==> src/rtl/example_02_driver_pkg.sv <==
// Shared types and constants for the example_02 detector and its sequence driver.
// Pure declarations: no logic, no latency, no flow control.
package example_02_driver_pkg;

    typedef enum logic [2:0] {S0, S1, S2, S3, S4} example_states;

    typedef enum logic [3:0] {
        IDLE,
        STEP_A,
        GAP_A,
        STEP_D1,
        GAP_D1,
        STEP_ABC,
        GAP_ABC,
        STEP_DF,
        FINAL
    } drv_states;

    localparam logic [3:0] D_STEP1 = 4'b0001;
    localparam logic [3:0] D_STEP4 = 4'b1111;

    localparam logic [2:0] QE_STEP_A   = 3'b000;
    localparam logic [2:0] QE_GAP_A    = 3'b010;
    localparam logic [2:0] QE_STEP_D1  = 3'b010;
    localparam logic [2:0] QE_GAP_D1   = 3'b100;
    localparam logic [2:0] QE_STEP_ABC = 3'b101;
    localparam logic [2:0] QE_GAP_ABC  = 3'b111;
    localparam logic [2:0] QE_STEP_DF  = 3'b000;
    localparam logic [2:0] QE_FINAL    = 3'b001;

    // Everything a state decodes to: detector stimulus plus the Q it must produce.
    typedef struct packed {
        logic       a;
        logic       b;
        logic       c;
        logic [3:0] d;
        logic [2:0] q_exp;
        logic       chk;
    } drv_out_t;

endpackage

==> src/rtl/example_02_driver_if.sv <==
// Control and detector-facing signals of the sequence driver.
// master = controller/detector side, slave = the driver itself.
interface example_02_driver_if #(
    parameter int GAP_W = 4
);
    logic             start;
    logic [GAP_W-1:0] gap;
    logic [2:0]       q;
    logic             a;
    logic             b;
    logic             c;
    logic [3:0]       d;
    logic             busy;
    logic             done;
    logic             err;

    modport master (
        output start, gap, q,
        input  a, b, c, d, busy, done, err
    );

    modport slave (
        input  start, gap, q,
        output a, b, c, d, busy, done, err
    );
endinterface

==> src/rtl/example_02_driver_gap_timer.sv <==
// Loadable down-counter timing the idle gap between sequence steps; saturates at 0.
// 1-cycle load latency; no backpressure, en simply stalls or advances the count.
module example_02_driver_gap_timer #(
    parameter int GAP_W = 4
) (
    input  logic             clk,
    input  logic             rst,
    input  logic             load,
    input  logic [GAP_W-1:0] value,
    input  logic             en,
    output logic             last,
    output logic             zero
);
    localparam logic [GAP_W-1:0] ONE = GAP_W'(1);

    logic [GAP_W-1:0] cnt;

    always_ff @(posedge clk or posedge rst) begin
        if (rst) begin
            cnt <= '0;
        end else if (load) begin
            cnt <= value;
        end else if (en && (cnt != '0)) begin
            cnt <= cnt - ONE;
        end
    end

    assign last = (cnt == ONE);
    assign zero = (value == '0);

endmodule

==> src/rtl/example_02_driver.sv <==
// Drives the example_02 unlock sequence with a programmable gap and checks Q every cycle.
// Run starts the cycle after start; busy for 5 + 3*gap cycles; start ignored while busy.
module example_02_driver
    import example_02_driver_pkg::*;
#(
    parameter int GAP_W = 4
) (
    input  logic                clk,
    input  logic                rst,
    example_02_driver_if.slave  bus
);
    drv_states        state;
    drv_states        nxt;
    logic [GAP_W-1:0] gap_lat;
    logic             tmr_load;
    logic             tmr_en;
    logic             tmr_last;
    logic             gap_zero;
    logic             err_q;
    logic             done_q;
    drv_out_t         dec;

    example_02_driver_gap_timer #(.GAP_W(GAP_W)) u_gap_timer (
        .clk   (clk),
        .rst   (rst),
        .load  (tmr_load),
        .value (gap_lat),
        .en    (tmr_en),
        .last  (tmr_last),
        .zero  (gap_zero)
    );

    // The timer is loaded on the way out of a step so the first gap cycle already sees the full count.
    always_comb begin
        nxt      = state;
        tmr_load = 1'b0;
        tmr_en   = 1'b0;
        case (state)
            IDLE:     if (bus.start) nxt = STEP_A;
            STEP_A: begin
                nxt      = gap_zero ? STEP_D1 : GAP_A;
                tmr_load = !gap_zero;
            end
            GAP_A: begin
                tmr_en = 1'b1;
                if (tmr_last) nxt = STEP_D1;
            end
            STEP_D1: begin
                nxt      = gap_zero ? STEP_ABC : GAP_D1;
                tmr_load = !gap_zero;
            end
            GAP_D1: begin
                tmr_en = 1'b1;
                if (tmr_last) nxt = STEP_ABC;
            end
            STEP_ABC: begin
                nxt      = gap_zero ? STEP_DF : GAP_ABC;
                tmr_load = !gap_zero;
            end
            GAP_ABC: begin
                tmr_en = 1'b1;
                if (tmr_last) nxt = STEP_DF;
            end
            STEP_DF:  nxt = FINAL;
            FINAL:    nxt = IDLE;
            default:  nxt = IDLE;
        endcase
    end

    always_comb begin
        dec = '0;
        case (state)
            STEP_A: begin
                dec.a     = 1'b1;
                dec.q_exp = QE_STEP_A;
                dec.chk   = 1'b1;
            end
            GAP_A: begin
                dec.q_exp = QE_GAP_A;
                dec.chk   = 1'b1;
            end
            STEP_D1: begin
                dec.d     = D_STEP1;
                dec.q_exp = QE_STEP_D1;
                dec.chk   = 1'b1;
            end
            GAP_D1: begin
                dec.q_exp = QE_GAP_D1;
                dec.chk   = 1'b1;
            end
            STEP_ABC: begin
                dec.a     = 1'b1;
                dec.b     = 1'b1;
                dec.c     = 1'b1;
                dec.q_exp = QE_STEP_ABC;
                dec.chk   = 1'b1;
            end
            GAP_ABC: begin
                dec.q_exp = QE_GAP_ABC;
                dec.chk   = 1'b1;
            end
            STEP_DF: begin
                dec.d     = D_STEP4;
                dec.q_exp = QE_STEP_DF;
                dec.chk   = 1'b1;
            end
            FINAL: begin
                dec.q_exp = QE_FINAL;
                dec.chk   = 1'b1;
            end
            default: dec = '0;
        endcase
    end

    always_ff @(posedge clk or posedge rst) begin
        if (rst) begin
            state   <= IDLE;
            gap_lat <= '0;
            err_q   <= 1'b0;
            done_q  <= 1'b0;
        end else begin
            state  <= nxt;
            done_q <= (state == FINAL);
            if ((state == IDLE) && bus.start) begin
                gap_lat <= bus.gap;
                err_q   <= 1'b0;
            end else if (dec.chk && (bus.q != dec.q_exp)) begin
                err_q <= 1'b1;
            end
        end
    end

    assign bus.a    = dec.a;
    assign bus.b    = dec.b;
    assign bus.c    = dec.c;
    assign bus.d    = dec.d;
    assign bus.busy = (state != IDLE);
    assign bus.done = done_q;
    assign bus.err  = err_q;

endmodule

==> src/flat_wrapper.sv <==
// flat-port wrapper written by rule: the top's interface ports become plain ports
module example_02_driver_flat import example_02_driver_pkg::*;
#(
    parameter int GAP_W = 4
)
  (clk, rst, bus_start, bus_gap, bus_q, bus_a, bus_b, bus_c, bus_d, bus_busy, bus_done, bus_err);
  example_02_driver_if #(.GAP_W(GAP_W)) bus_i ();
  input  logic clk;
  input  logic rst;
  input wire logic [$bits(bus_i.start)-1:0] bus_start;
  input wire logic [$bits(bus_i.gap)-1:0] bus_gap;
  input wire logic [$bits(bus_i.q)-1:0] bus_q;
  output wire logic [$bits(bus_i.a)-1:0] bus_a;
  output wire logic [$bits(bus_i.b)-1:0] bus_b;
  output wire logic [$bits(bus_i.c)-1:0] bus_c;
  output wire logic [$bits(bus_i.d)-1:0] bus_d;
  output wire logic [$bits(bus_i.busy)-1:0] bus_busy;
  output wire logic [$bits(bus_i.done)-1:0] bus_done;
  output wire logic [$bits(bus_i.err)-1:0] bus_err;
  assign bus_i.start = bus_start;
  assign bus_i.gap = bus_gap;
  assign bus_i.q = bus_q;
  assign bus_a = bus_i.a;
  assign bus_b = bus_i.b;
  assign bus_c = bus_i.c;
  assign bus_d = bus_i.d;
  assign bus_busy = bus_i.busy;
  assign bus_done = bus_i.done;
  assign bus_err = bus_i.err;
  example_02_driver #(.GAP_W(GAP_W)) u_core (.clk(clk), .rst(rst), .bus(bus_i));
endmodule
==> config.mk <==
export PLATFORM = sky130hd
export DESIGN_NAME = example_02_driver_flat
export DESIGN_NICKNAME = d
export VERILOG_FILES = /design/src/rtl/example_02_driver_pkg.sv /design/src/rtl/example_02_driver_if.sv /design/src/rtl/example_02_driver_gap_timer.sv /design/src/rtl/example_02_driver.sv /design/src/flat_wrapper.sv
export SDC_FILE = /design/constraint.sdc
export NUM_CORES = 1
export LEC_CHECK = 0
export ABC_AREA = 0
export CAP_MARGIN = 20
export CORE_MARGIN = 10
export CORE_UTILIZATION = 53
export DETAILED_ROUTE_END_ITERATION = 12
export PLACE_DENSITY = 0.82
export REMOVE_ABC_BUFFERS = 1
export SLEW_MARGIN = 25
export SYNTH_ARGS = -nofsm -noshare
export SYNTH_HDL_FRONTEND = slang
export SYNTH_SLANG_ARGS = --single-unit
==> constraint.sdc <==
create_clock -name clk -period 3.95 [get_ports clk]
set_input_delay 0.79 -clock clk [delete_from_list [all_inputs] [get_ports clk]]
set_output_delay 0.79 -clock clk [all_outputs]
set_load 0.1 [all_outputs]
==> flow_metrics.tcl <==
set metrics [dict create \
    timing.critical_path.from "u_core.bus.err" \
    async_s_r_ff_share_synth_pct 100.0 \
    antenna_cells 0 \
    yosysTopAreaCellShare_pct 36.60 \
    design.final.nets 136 \
    synthAdderAreaFrac_pct 3.922 \
    starting_drt_drc_count 18 \
    synth_warnings 0 \
    crit_buf_inv 1 \
    critical_path_type "reg2out" \
    synth_top_family_by_area "simple AND/OR/NAND/NOR gates" \
    outcome "complete, no violations" \
    synthesis.area_um2 957.2 \
    hold_path.class "reg2reg" \
    cts.repair_timing.setup_buffer_count 0 \
    cts_num_sinks 14 \
    fp-row-count 15 \
    p_total_w 0.0009968 \
    cts-buffers-inserted 3 \
    final-seq-area_um2 350.3 \
    number_of_antenna_violations_at_the_first_check_in_global_routing 0 \
    worst_path_dominant_cell_family "buffers and inverters" \
    ctsRootBufferMaster "clkbuf_4" \
    cts_resized 0 \
    yosys.area_share.simple_pct 24.71 \
    cp.required_ps 3160 \
    maxSlewViolCount 0 \
    clock.fmax_mhz 385.0 \
    routed-via-count 792 \
    routed_wl_um 2001 \
    hold_path.startpoint "u_core.gap_lat[3]" \
    tightest_slew_ps 968.7 \
    count_of_unique_library_cells_instantiated_by_yosys 34 \
    reg2reg_from "u_core.state[1]" \
    final.fill_count 154 \
    post_dr_wirelength_cell_um 13.61 \
    synth.ff_latch_count 14 \
    synth_mux_area_share_pct 4.706 \
    drt_drc_violations_left 0 \
    clk_path_buf_depth 2 \
    synthToLayoutAreaGrowth_pct 19.35 \
    die_y_um 62.50 \
    route.detailed.vias_per_inst 5.388 \
    rsz_0062_raised_after_global_routing "false" \
    core_area_um2 1727 \
    worst-r2r-setup-slack_ps 1990 \
    slew-limit-headroom_pct 35.22 \
    place.port_buffers 19 \
    final_setup_fails 0 \
    post-route-worst-setup-slack_ps 1352 \
    synth_xor_xnor_area_share_pct 4.575 \
    grt_start_max_net_pins 20 \
    synth_top_cells_by_count "nor2_1, dfrtp_1, nand2_1" \
    finalWeightedCongestion 0.7568 \
    cts_tree "yes" \
    timing.critical_path.slowest_cell_delay_ps 1150 \
    ys_top_cells_by_area "dfrtp_1, nor2_1, mux2_2" \
    worstSkewPairLatency_ps 280 \
    fin_cells 147 \
    power-per-cell-area_nw_per_um2 872.6 \
    library_cell_with_the_largest_summed_area_after_synthesis "dfrtp_1" \
    preCtsSetupSlack_ps 1651 \
    yosys.cell_count.top_type "nor2_1" \
    timing_hold_violations_final 0 \
    synth_compound_gate_area_share_pct 18.43 \
    start_util_pct 55.43 \
    cp-end-kind "primary output" \
    grt_pass1_wl_um 3477 \
    critPathArrivalTime_ps 1810 \
    cp_max_fo 3 \
    clock-skew-final_ps 5.676 \
    postSynthAreaPerCell_um2 8.781 \
    post_route_cells_drive_above_1_share_pct 17.21 \
    crit_path_cell_trace "clkdlybuf4s50_1" \
    globalRoute.totalOverflow 0 \
    grt_pass1_vias 776 \
    final.min_clock_period_ps 2598 \
    crit_slowest_cell "clkdlybuf4s50_1" \
    synth_enable_flop_cells 0 \
    layout_worst_path_cycle_share_pct 65.76 \
    groute.usage.overall_pct 10.53 \
    dominantRegCellSynth "dfrtp_1" \
    die_width_um 62.50 \
    clkSlewWorstSetupHoldPaths_ps 90 \
    synthCells 109 \
    drt_first_pass_iters 4 \
    antenna_violating_nets_left 0 \
    cp-start-kind "flop" \
    io-pin-count 20 \
    detailed_place_hpwl_um 1500 \
    power.static_leakage_nw 0.4914 \
    ctsHoldBuffers 0 \
    ir_worst_vdd_v 0.0005277 \
    seq_area_frac_synth_pct 36.60 \
    total_area_of_multi_input_combinational_cells_um2 539.3 \
    htreeDepth 1 \
    die_area_um2 3906 \
    numPlacedInstances 143 \
    cap_violations 0 \
]
## power by group
| group | total [W] | switching [W] | internal, W | leakage [nW] |
|---|---|---|---|---|
| Combinational | 0.000580 | 0.000365 | 0.000215 | 0.301 |
| Clock | 0.000102 | 0.0000464 | 0.0000560 | 0.0210 |
| Sequential | 0.000314 | 0.000107 | 0.000207 | 0.170 |
## worst paths after layout
| check | to | cells after the start |
|---|---|---|
| setup / recovery | bus_err | 1 |
| hold / removal | u_core.u_gap_timer.cnt[3] | 2 |
| setup reg to reg | u_core.u_gap_timer.cnt[3] | 5 |
| hold reg to reg | u_core.u_gap_timer.cnt[3] | 2 |
| max in group asynchronous | u_core.bus.done | 2 |
| min in group asynchronous | u_core.gap_lat[3] | 2 |
## registers in the layout (all words and copies together) (netlist names)
signal / count
u_core.u_gap_timer.cnt: 4
u_core.gap_lat: 4
u_core.state: 4
u_core.bus.done: 1
u_core.bus.err: 1
## cell families (layout without fill, tap and decap cells)
kind of cell | Yosys count | after routing
multiplexers | 4 | 4
adder cells (fa/ha/maj) | 3 | 3
AO/OA/AOI/OAI | 24 | 24
XOR/XNOR | 5 | 5
buffers and inverters | 14 | 27
AND/OR/NAND/NOR | 45 | 45
flip-flops | 14 | 14
## cells in the final DEF (no fill, tap or decap), types with 2 or more instances in the layout
cell / count
ha_1: 3
nor3_1: 4
mux2_2: 4
nand3b_1: 3
o21ai_0: 7
nand2b_1: 4
buf_4: 8
dfrtp_1: 14
a31oi_1: 3
clkdlybuf4s50_1: 11
a21oi_1: 6
inv_1: 4
nor2_1: 15
nand3_1: 3
nand2_1: 8
xor2_1: 4
nor4_1: 2
clkbuf_4: 3
## metal layers
metal | GRT usage, % | routed length (um) | up-vias
met5 | 0 | 0 | -
met4 | 6.983 | 54 | 0
met3 | 3.047 | 89 | 4
met2 | 15.90 | 916 | 17
met1 | 12.60 | 942 | 364
li1 | - | - | 407
## final cells by class
cell class / instances / share of cell area, %
flip-flops and latches: 14 / 30.67
well taps: 25 / 2.738
multi-input cells: 81 / 47.21
clock buffers: 4 / 3.176
inverters: 4 / 1.314
repair buffers: 19 / 14.90
## stage by stage
stage	instance area, um2	hold slack [ps]	setup TNS (ps)	utilization [%]
6_report	1142	542.8	0	66.16
4_1_cts	1142	543.3	0	66.16
3_3_place_gp	1106	517.9	0	64.06
3_5_place_dp	1106	520.7	0	64.06
5_1_grt	1142	569.3	0	66.16
2_1_floorplan	904.6	477.3	-4201	-
No activity file was read; power rests on OpenSTA's default activity.
